<file path="src/rtl/fir_decimator.sv">
// fir_decimator: block-average decimator (N = 2^decim) feeding a DEPTH-entry output FIFO.
// Optional macro FIR_DECIMATOR_ROUND_EN selects round-half-up instead of truncation.
`default_nettype none

module fir_decimator #(
  parameter int DW    = 8,
  parameter int DEPTH = 4
) (
  input  logic                     CLK,
  input  logic                     reset,
  input  logic [DW-1:0]            din,
  input  logic                     din_valid,
  input  logic [1:0]               decim,
  output logic [DW-1:0]            dout,
  output logic                     dout_valid,
  input  logic                     dout_ready,
  output logic [$clog2(DEPTH):0]   level,
  output logic                     overflow
);

  localparam int AW = $clog2(DEPTH);
  localparam int SW = DW + 3;

  logic [SW-1:0] acc_q, acc_d;
  logic [2:0]    cnt_q, cnt_d;
  logic [1:0]    dec_q, dec_d;
  logic [AW-1:0] wr_q, rd_q;
  logic [AW:0]   lvl_q;
  logic          ovf_q;
  logic [DW-1:0] mem [DEPTH];

  logic [1:0]    w_dec;
  logic [3:0]    w_n;
  logic [SW-1:0] w_sum;
  logic [SW-1:0] w_sum_adj;
  logic [DW-1:0] w_res;
  logic          w_last;
  logic          w_pop;
  logic          w_full;
  logic          w_wr;

  always_comb begin
    // First sample of a block uses the live decim; later samples use the latched copy.
    w_dec  = (cnt_q == 3'd0) ? decim : dec_q;
    w_n    = 4'd1 << w_dec;
    w_sum  = acc_q + SW'(din);
`ifdef FIR_DECIMATOR_ROUND_EN
    w_sum_adj = w_sum + SW'(w_n >> 1);
`else
    w_sum_adj = w_sum;
`endif
    w_res  = DW'(w_sum_adj >> w_dec);
    w_last = din_valid && ({1'b0, cnt_q} == (w_n - 4'd1));
    w_pop  = (lvl_q != '0) && dout_ready;
    w_full = (lvl_q == (AW+1)'(DEPTH));
    // A full FIFO still accepts the push when the head leaves in the same cycle.
    w_wr   = w_last && (!w_full || w_pop);

    acc_d = acc_q;
    cnt_d = cnt_q;
    dec_d = dec_q;
    if (din_valid) begin
      if (cnt_q == 3'd0) begin
        dec_d = decim;
      end
      if (w_last) begin
        acc_d = '0;
        cnt_d = 3'd0;
      end else begin
        acc_d = w_sum;
        cnt_d = cnt_q + 3'd1;
      end
    end
  end

  always_ff @(posedge CLK) begin
    if (reset) begin
      acc_q <= '0;
      cnt_q <= '0;
      dec_q <= '0;
      wr_q  <= '0;
      rd_q  <= '0;
      lvl_q <= '0;
      ovf_q <= 1'b0;
    end else begin
      acc_q <= acc_d;
      cnt_q <= cnt_d;
      dec_q <= dec_d;
      if (w_wr) begin
        wr_q <= wr_q + 1'b1;
      end
      if (w_pop) begin
        rd_q <= rd_q + 1'b1;
      end
      if (w_wr && !w_pop) begin
        lvl_q <= lvl_q + 1'b1;
      end else if (!w_wr && w_pop) begin
        lvl_q <= lvl_q - 1'b1;
      end
      if (w_last && w_full && !w_pop) begin
        ovf_q <= 1'b1;
      end
    end
  end

  always_ff @(posedge CLK) begin
    if (!reset && w_wr) begin
      mem[wr_q] <= w_res;
    end
  end

  assign dout_valid = (lvl_q != '0);
  assign dout       = dout_valid ? mem[rd_q] : '0;
  assign level      = lvl_q;
  assign overflow   = ovf_q;

endmodule

`default_nettype wire

</file>
<file path="config.mk">
export PLATFORM = sky130hd
export DESIGN_NAME = fir_decimator
export DESIGN_NICKNAME = d
export VERILOG_FILES = /design/src/rtl/fir_decimator.sv
export SDC_FILE = /design/constraint.sdc
export NUM_CORES = 1
export LEC_CHECK = 0
export CAP_MARGIN = 0
export CELL_PAD_IN_SITES_DETAIL_PLACEMENT = 1
export CELL_PAD_IN_SITES_GLOBAL_PLACEMENT = 1
export CORE_ASPECT_RATIO = 1.1
export CORE_MARGIN = 2
export CORE_UTILIZATION = 54
export CTS_BUF_LIST = sky130_fd_sc_hd__clkbuf_16
export DETAILED_ROUTE_END_ITERATION = 10
export DONT_BUFFER_PORTS = 1
export PLACE_DENSITY = 0.95
export SLEW_MARGIN = 20
export SYNTH_ARGS = -nofsm -noshare
export SYNTH_HDL_FRONTEND = slang
export SYNTH_SLANG_ARGS = --single-unit
</file>
<file path="constraint.sdc">
create_clock -name CLK -period 6 [get_ports CLK]
set_input_delay 1.2 -clock CLK [delete_from_list [all_inputs] [get_ports CLK]]
set_output_delay 1.2 -clock CLK [all_outputs]
set_load 0.02 [all_outputs]
</file>
# Yosys cells after proc, flatten, opt, wreduce, memory -nomap -nowiden

Memory sizes are Yosys's and may differ from the RTL's. A register that Yosys moved wholly into a read port is not among the register bits.
Cells that the tools add are included.

Add/sub/neg operators: 7
$mul: 0
Div/mod/pow operators: 0
Magnitude comparators: 0
Equal/unequal tests: 2
Shift-type cells: 2
Muxes and demuxes: 10
Bitwise gates (word level): 0
Reduce and logical (&&, ||, !) cells: 16

Operators with widths:

| operator                                         | number |
|---|---|
| adder 11 x 8 -> 11 bit                           | 1 |
| two-way mux 11 bit                               | 1 |
| >> shifter 11 x 2 -> 8 bit                       | 1 |
| two-way mux 3 bit                                | 3 |
| logical AND 1 bit                                | 8 |
| two-way mux 8 bit                                | 1 |
| adder 3 x 1 -> 3 bit, second input constant      | 2 |
| two-way mux 2 bit                                | 3 |
| adder 2 x 1 -> 2 bit, second input constant      | 2 |
| equality test 3 x 4 -> 1 bit                     | 1 |
| zero test 1 bit                                  | 4 |
| left shift 1 x 2 -> 4 bit, first input constant  | 1 |
| subtractor 4 x 1 -> 4 bit, second input constant | 1 |
| equality test 3 bit, second input constant       | 1 |
| zero test 3 bit                                  | 1 |
| nonzero test 3 bit                               | 1 |
| subtractor 3 x 1 -> 3 bit, second input constant | 1 |
| two-way mux 1 bit                                | 2 |
| nonzero test 2 bit                               | 1 |
| logical OR 1 bit                                 | 1 |

Register bits: 24
Bits in latches: 0
Memory bits (writable): 32
Bits in read-only memories: 0
Bits of input ports: 14
Output and inout port bits: 13
Logic and storage cells: 45
Memories kept: 1

Memories:

| memory | depth | bits a word | rd ports | clocked after memory_dff | wr ports | RTL line | RTL |
|---|---|---|---|---|---|---|---|
| mem    | 4     | 8           | 1        | 1                        | 1        | 30       | `logic [DW-1:0] mem [DEPTH];` |

# Longest topological paths before layout

Depth after elaboration: 11
Depth in mapped cells: 15
Gate-level depth less buffers: 13

# Worst setup path before layout

No wires, ideal clock.

Path kind: input -> register
Start: in decim[1]
End: reg lvl_q[2], in the netlist level[2]
Setup time: 71 ps
Arrival time: 3412 ps
Required time: 5929 ps
Setup slack: 2517 ps
Cell stages on the path: 11
Buffers on the path: 1
Path through: mux2i_1 > mux2_2 > a221o_1 > buf_2 > nor2_1 > ha_1 > inv_1 > fa_1 > xor2_1 > or3_1 > a21oi_1

Word-level cells in the longest chain between the ends: 9
Elaborated cells on any way between the ends: 11
Those cells by class: add/sub: 1; eq/ne: 1; shift: 1; mux: 2; reduce/logical: 6

Ends and longest elaborated chain:

| what                                | RTL line | RTL |
|---|---|---|
| start: declaration                  | 13       | `input logic [1:0] decim,` |
| two-way mux 2 bit *                 | -        |  |
| left shift 1 x 2 -> 4 bit *         | 45       | `w_n = 4'd1 << w_dec;` |
| subtractor 4 x 1 -> 4 bit *         | 53       | `w_last = din_valid && ({1'b0, cnt_q} == (w_n - 4'd1));` |
| equality test 3 x 4 -> 1 bit *      | 53       |  |
| logical AND 1 bit *                 | 53       |  |
| logical AND 1 bit *                 | 57       | `w_wr = w_last && (!w_full \|\| w_pop);` |
| zero test 1 bit                     | 97       | `end else if (!w_wr && w_pop) begin` |
| logical AND 1 bit                   | 97       |  |
| nonzero test 2 bit (no source line) | -        |  |
| end signal: assignment              | 96       | `lvl_q <= lvl_q + 1'b1;` |
| end signal: assignment              | 98       | `lvl_q <= lvl_q - 1'b1;` |
| end: declaration                    | 28       | `logic [AW:0] lvl_q;` |

Every way passes the cells marked *; elsewhere a longest branch is shown, timed or not.
A chain may end at the register's enable or synchronous reset.

# Final worst setup path

Start: reg cnt_q[0]
End: reg lvl_q[2], in the netlist level[2]

Word-level cells in the longest chain between the ends: 10
Elaborated cells on any way between the ends: 12
Those cells by class: add/sub: 1; eq/ne: 1; shift: 1; mux: 2; reduce/logical: 7

Ends and longest elaborated chain:

| what                                | RTL line | RTL |
|---|---|---|
| start: declaration                  | 25       | `logic [2:0] cnt_q, cnt_d;` |
| start signal: assignment            | 87       | `cnt_q <= cnt_d;` |
| zero test 3 bit                     | 44       | `w_dec = (cnt_q == 3'd0) ? decim : dec_q;` |
| two-way mux 2 bit                   | -        |  |
| left shift 1 x 2 -> 4 bit           | 45       |  |
| subtractor 4 x 1 -> 4 bit           | 53       |  |
| equality test 3 x 4 -> 1 bit *      | 53       |  |
| logical AND 1 bit *                 | 53       |  |
| logical AND 1 bit *                 | 57       |  |
| zero test 1 bit                     | 97       |  |
| logical AND 1 bit                   | 97       |  |
| nonzero test 2 bit (no source line) | -        |  |

Marks and branches as above.

==> key figures <==
Floorplanning
  – Chip Width: 77.2 µm
  – Die footprint: 6530 µm²
  – Die Ht: 84.6 µm
  – Core ar.: 5730 µm²
  – # rows: 29
  – Starting density of the core: 55.6%
  – # IOs: 27

Final layout
  – Nets: 320
  – Area Growth Syn to Fin: 12.3%
  – N_diodes: 0
  – Fill count: 620
  – Layout cells sized above 1: 11.2%
  – Final instance area: 3580 µm²

Outcome
  – Outcome: completed

Global route
  – Grt ovf: 0
  – Largest net degree at the start of global routing: 24
  – Vias in the first global route: 2494
  – Initial antenna violation count: 0
  – First-pass GRT wire length: 13000 µm
  – GRT Overall Usage: 26.0%

Clock tree
  – TritonCTS clock tree: done
  – Num CTS Buffers: 9
  – Htree depth: 3
  – Worst-Skew Late Latency: 330 ps
  – CTS Hold Buffers Added: 0
  – Post CTS Setup Buffer Count: 0
  – Clock sinks: 58
  – CTS Buffer Depth: 2
  – Resized cells post-CTS: 0
  – Worst-path clk slew: 60 ps
  – Clock root cell: clkbuf_16

Detailed routing
  – Via count of the routed design: 2374
  – WL final: 7870 µm
  – DRT Pass-1 Iters: 4
  – DR vias/cell: 6.40
  – Routed length per instance: 21.2 µm
  – DRT iter0 DRCs: 138
  – # DRC: 0
  – Final ANT Viol Nets: 0

STA
  – FMAX: 247 MHz
  – Final Cycle Share: 67.6%
  – Final min period: 4050 ps
  – Slew margin rel.: 45.0%
  – RSZ-0062 raised after global routing: no
  – Final Hold Vio Count: 0
  – Final setup fails: 0
  – Slew @ Worst Pin: 809 ps
  – Slew Viols, Final: 0
  – Post-Route Skew: 8.23 ps
  – Post-route setup TNS: 0 ps

Synth
  – Most frequent cells after synthesis: edfxtp_1 (32), dfxtp_1 (26), nand2_1 (20), nor2_1 (18), ha_1 (15)
  – #FFs+latches synth: 58
  – Sequential area share after synthesis: 46.5%
  – Synth top area share: 30.2%
  – Most area-consuming cells after synthesis: edfxtp_1 (30%), dfxtp_1 (16%), ha_1 (5.9%)
  – Cell variety after synth: 51
  – YS warnings: 0
  – Post-Synthesis Cells: 293
  – Combinational family with the most area after synthesis: simple AND/OR/NAND/NOR gates
  – Post-Syn Nets: 324
  – Compound-Gate Fraction of Synth Area: 14.5%
  – Number of synthesized flops with an enable pin: 32
  – Cell area after synthesis: 3190 µm²
  – Avg Synthesized Cell Area: 10.9 µm²
  – Ys async rst share: 0%
  – Synth Area in Adders: 7.15%
  – Count leader, synth: edfxtp_1
  – Xor and xnor area share after synthesis: 2.47%
  – Yosys top cell by area: edfxtp_1
  – Ys flop type: edfxtp_1
  – Mux cell area share after synthesis: 10.0%
  – Post-Synth Simple-Gate Area: 16.6%

Critical path
  – Required time of the critical path: 6250 ps
  – Startpoint Class: flip-flop
  – Critical Path AT: 4310 ps
  – CP Capture Type: flip-flop
  – CP Class: flip-flop to flip-flop
  – Maximum fanout along the worst path: 15

Power and ir drop
  – IR drop worst, VDD: 0.291 mV
  – Pwr Density: 450 nW/µm²
  – Static Leak: 1.34 nW

Placement
  – Gpl congestion: 0.825
  – # port buffers: 0
  – Post-Place Cell Area: 3230 µm²
  – Hpwl dp: 5190 µm

Flow run
  – Max Cap Viol: 0

Worst hold path
  – Worst hold-check path type: flip-flop to flip-flop
[area by class of cell]
type,instances,area (µm²),share of cell area (%)
Clock buffer,9,225,6.30
Clock inverter,7,119,3.32
Inverter,7,26.3,0.735
Multi-Input combinational cell,212,1620,45.3
Sequential cell,58,1480,41.4
Tap cell,77,96.3,2.69
Timing Repair Buffer,1,7.51,0.210
[routing by layer]
layer  global-route usage, %  routed length [µm]  vias to the layer above
li1                        -                   -                     1105
met1                    31.7                3310                     1192
met2                    44.2                4110                       60
met3                    5.27                 248                       17
met4                    12.0                 203                        0
met5                       0                   0                        -
[placed cells by master (no fill, tap or decap), drive strengths merged, types with 3 or more instances in the layout]
cell type | Yosys | routed
edfxtp | 32 | 32
dfxtp | 26 | 26
nand2 | 20 | 20
nor2 | 19 | 19
ha | 15 | 15
o21ai | 14 | 14
a21oi | 14 | 14
and2 | 13 | 13
clkbuf | 13 | 9
mux2i | 9 | 9
inv | 7 | 8
mux4 | 8 | 8
nor3 | 8 | 8
a22o | 8 | 8
a211oi | 7 | 7
xor2 | 6 | 6
nand4 | 5 | 5
a21o | 5 | 5
or3 | 4 | 4
nor2b | 4 | 4
nand3b | 4 | 4
mux2 | 4 | 4
a31oi | 4 | 4
nand3 | 4 | 4
nand2b | 4 | 4
xnor2 | 3 | 3
bufinv | 0 | 3
nor4b | 3 | 3
[final timing paths]
path	slack [ps]	endpoint	cells past startpoint	startpoint
max	1950	level[2]	13	cnt_q[0]
min	460	acc_q[2]	2	acc_q[2]
max reg2reg	1950	level[2]	13	cnt_q[0]
min reg2reg	460	acc_q[2]	2	acc_q[2]
[flip-flops by register name, summed over array words and instances, names as in the netlist, named ones only]
register,cells
cnt_q,3
dec_q,2
wr_q,2
level,3
acc_q,11
rd_q,2
mem,32
overflow,1
[power by group]
part,switching [mW],internal [mW],total [mW],leakage [nW]
clock network,0.187,0.405,0.592,0.167
registers,0.0670,0.484,0.551,0.502
logic,0.293,0.174,0.467,0.671
[metrics by stage]
stage                     setup WS, ps  hold slack, ps  utilization, %  std cells  total power, mW
after floorplan                   2520             429               -        293            0.909
after global placement            2160             445            56.3        355            0.969
after detailed placement          1990             455            56.3        355             1.01
after CTS                         1980             463            62.3        371             1.61
after global routing              1650             506            62.4        371             1.68
final                             1950             464            62.4        371             1.61
[worst max-delay path, stage by stage, from the launching register on]
cell	delay (ps)
dfxtp_1	390
inv_1	130
ha_1	140
nor2b_1	400
mux2i_2	760
nand4_1	240
a221o_1	470
nor2_1	140
ha_1	200
inv_1	80
fa_1	380
xor2_1	170
or3_1	320
a21oi_1	180
[kinds of logic (layout without fill, tap and decap cells)]
kind of cell | count (synthesis) | count (layout)
simple gates | 98 | 98
buf+inv | 23 | 24
compound gates | 67 | 67
xor+xnor | 9 | 9
flops | 58 | 58
mux | 21 | 21
fa+ha+maj | 17 | 17
Power figures use the tool's default switching activity.
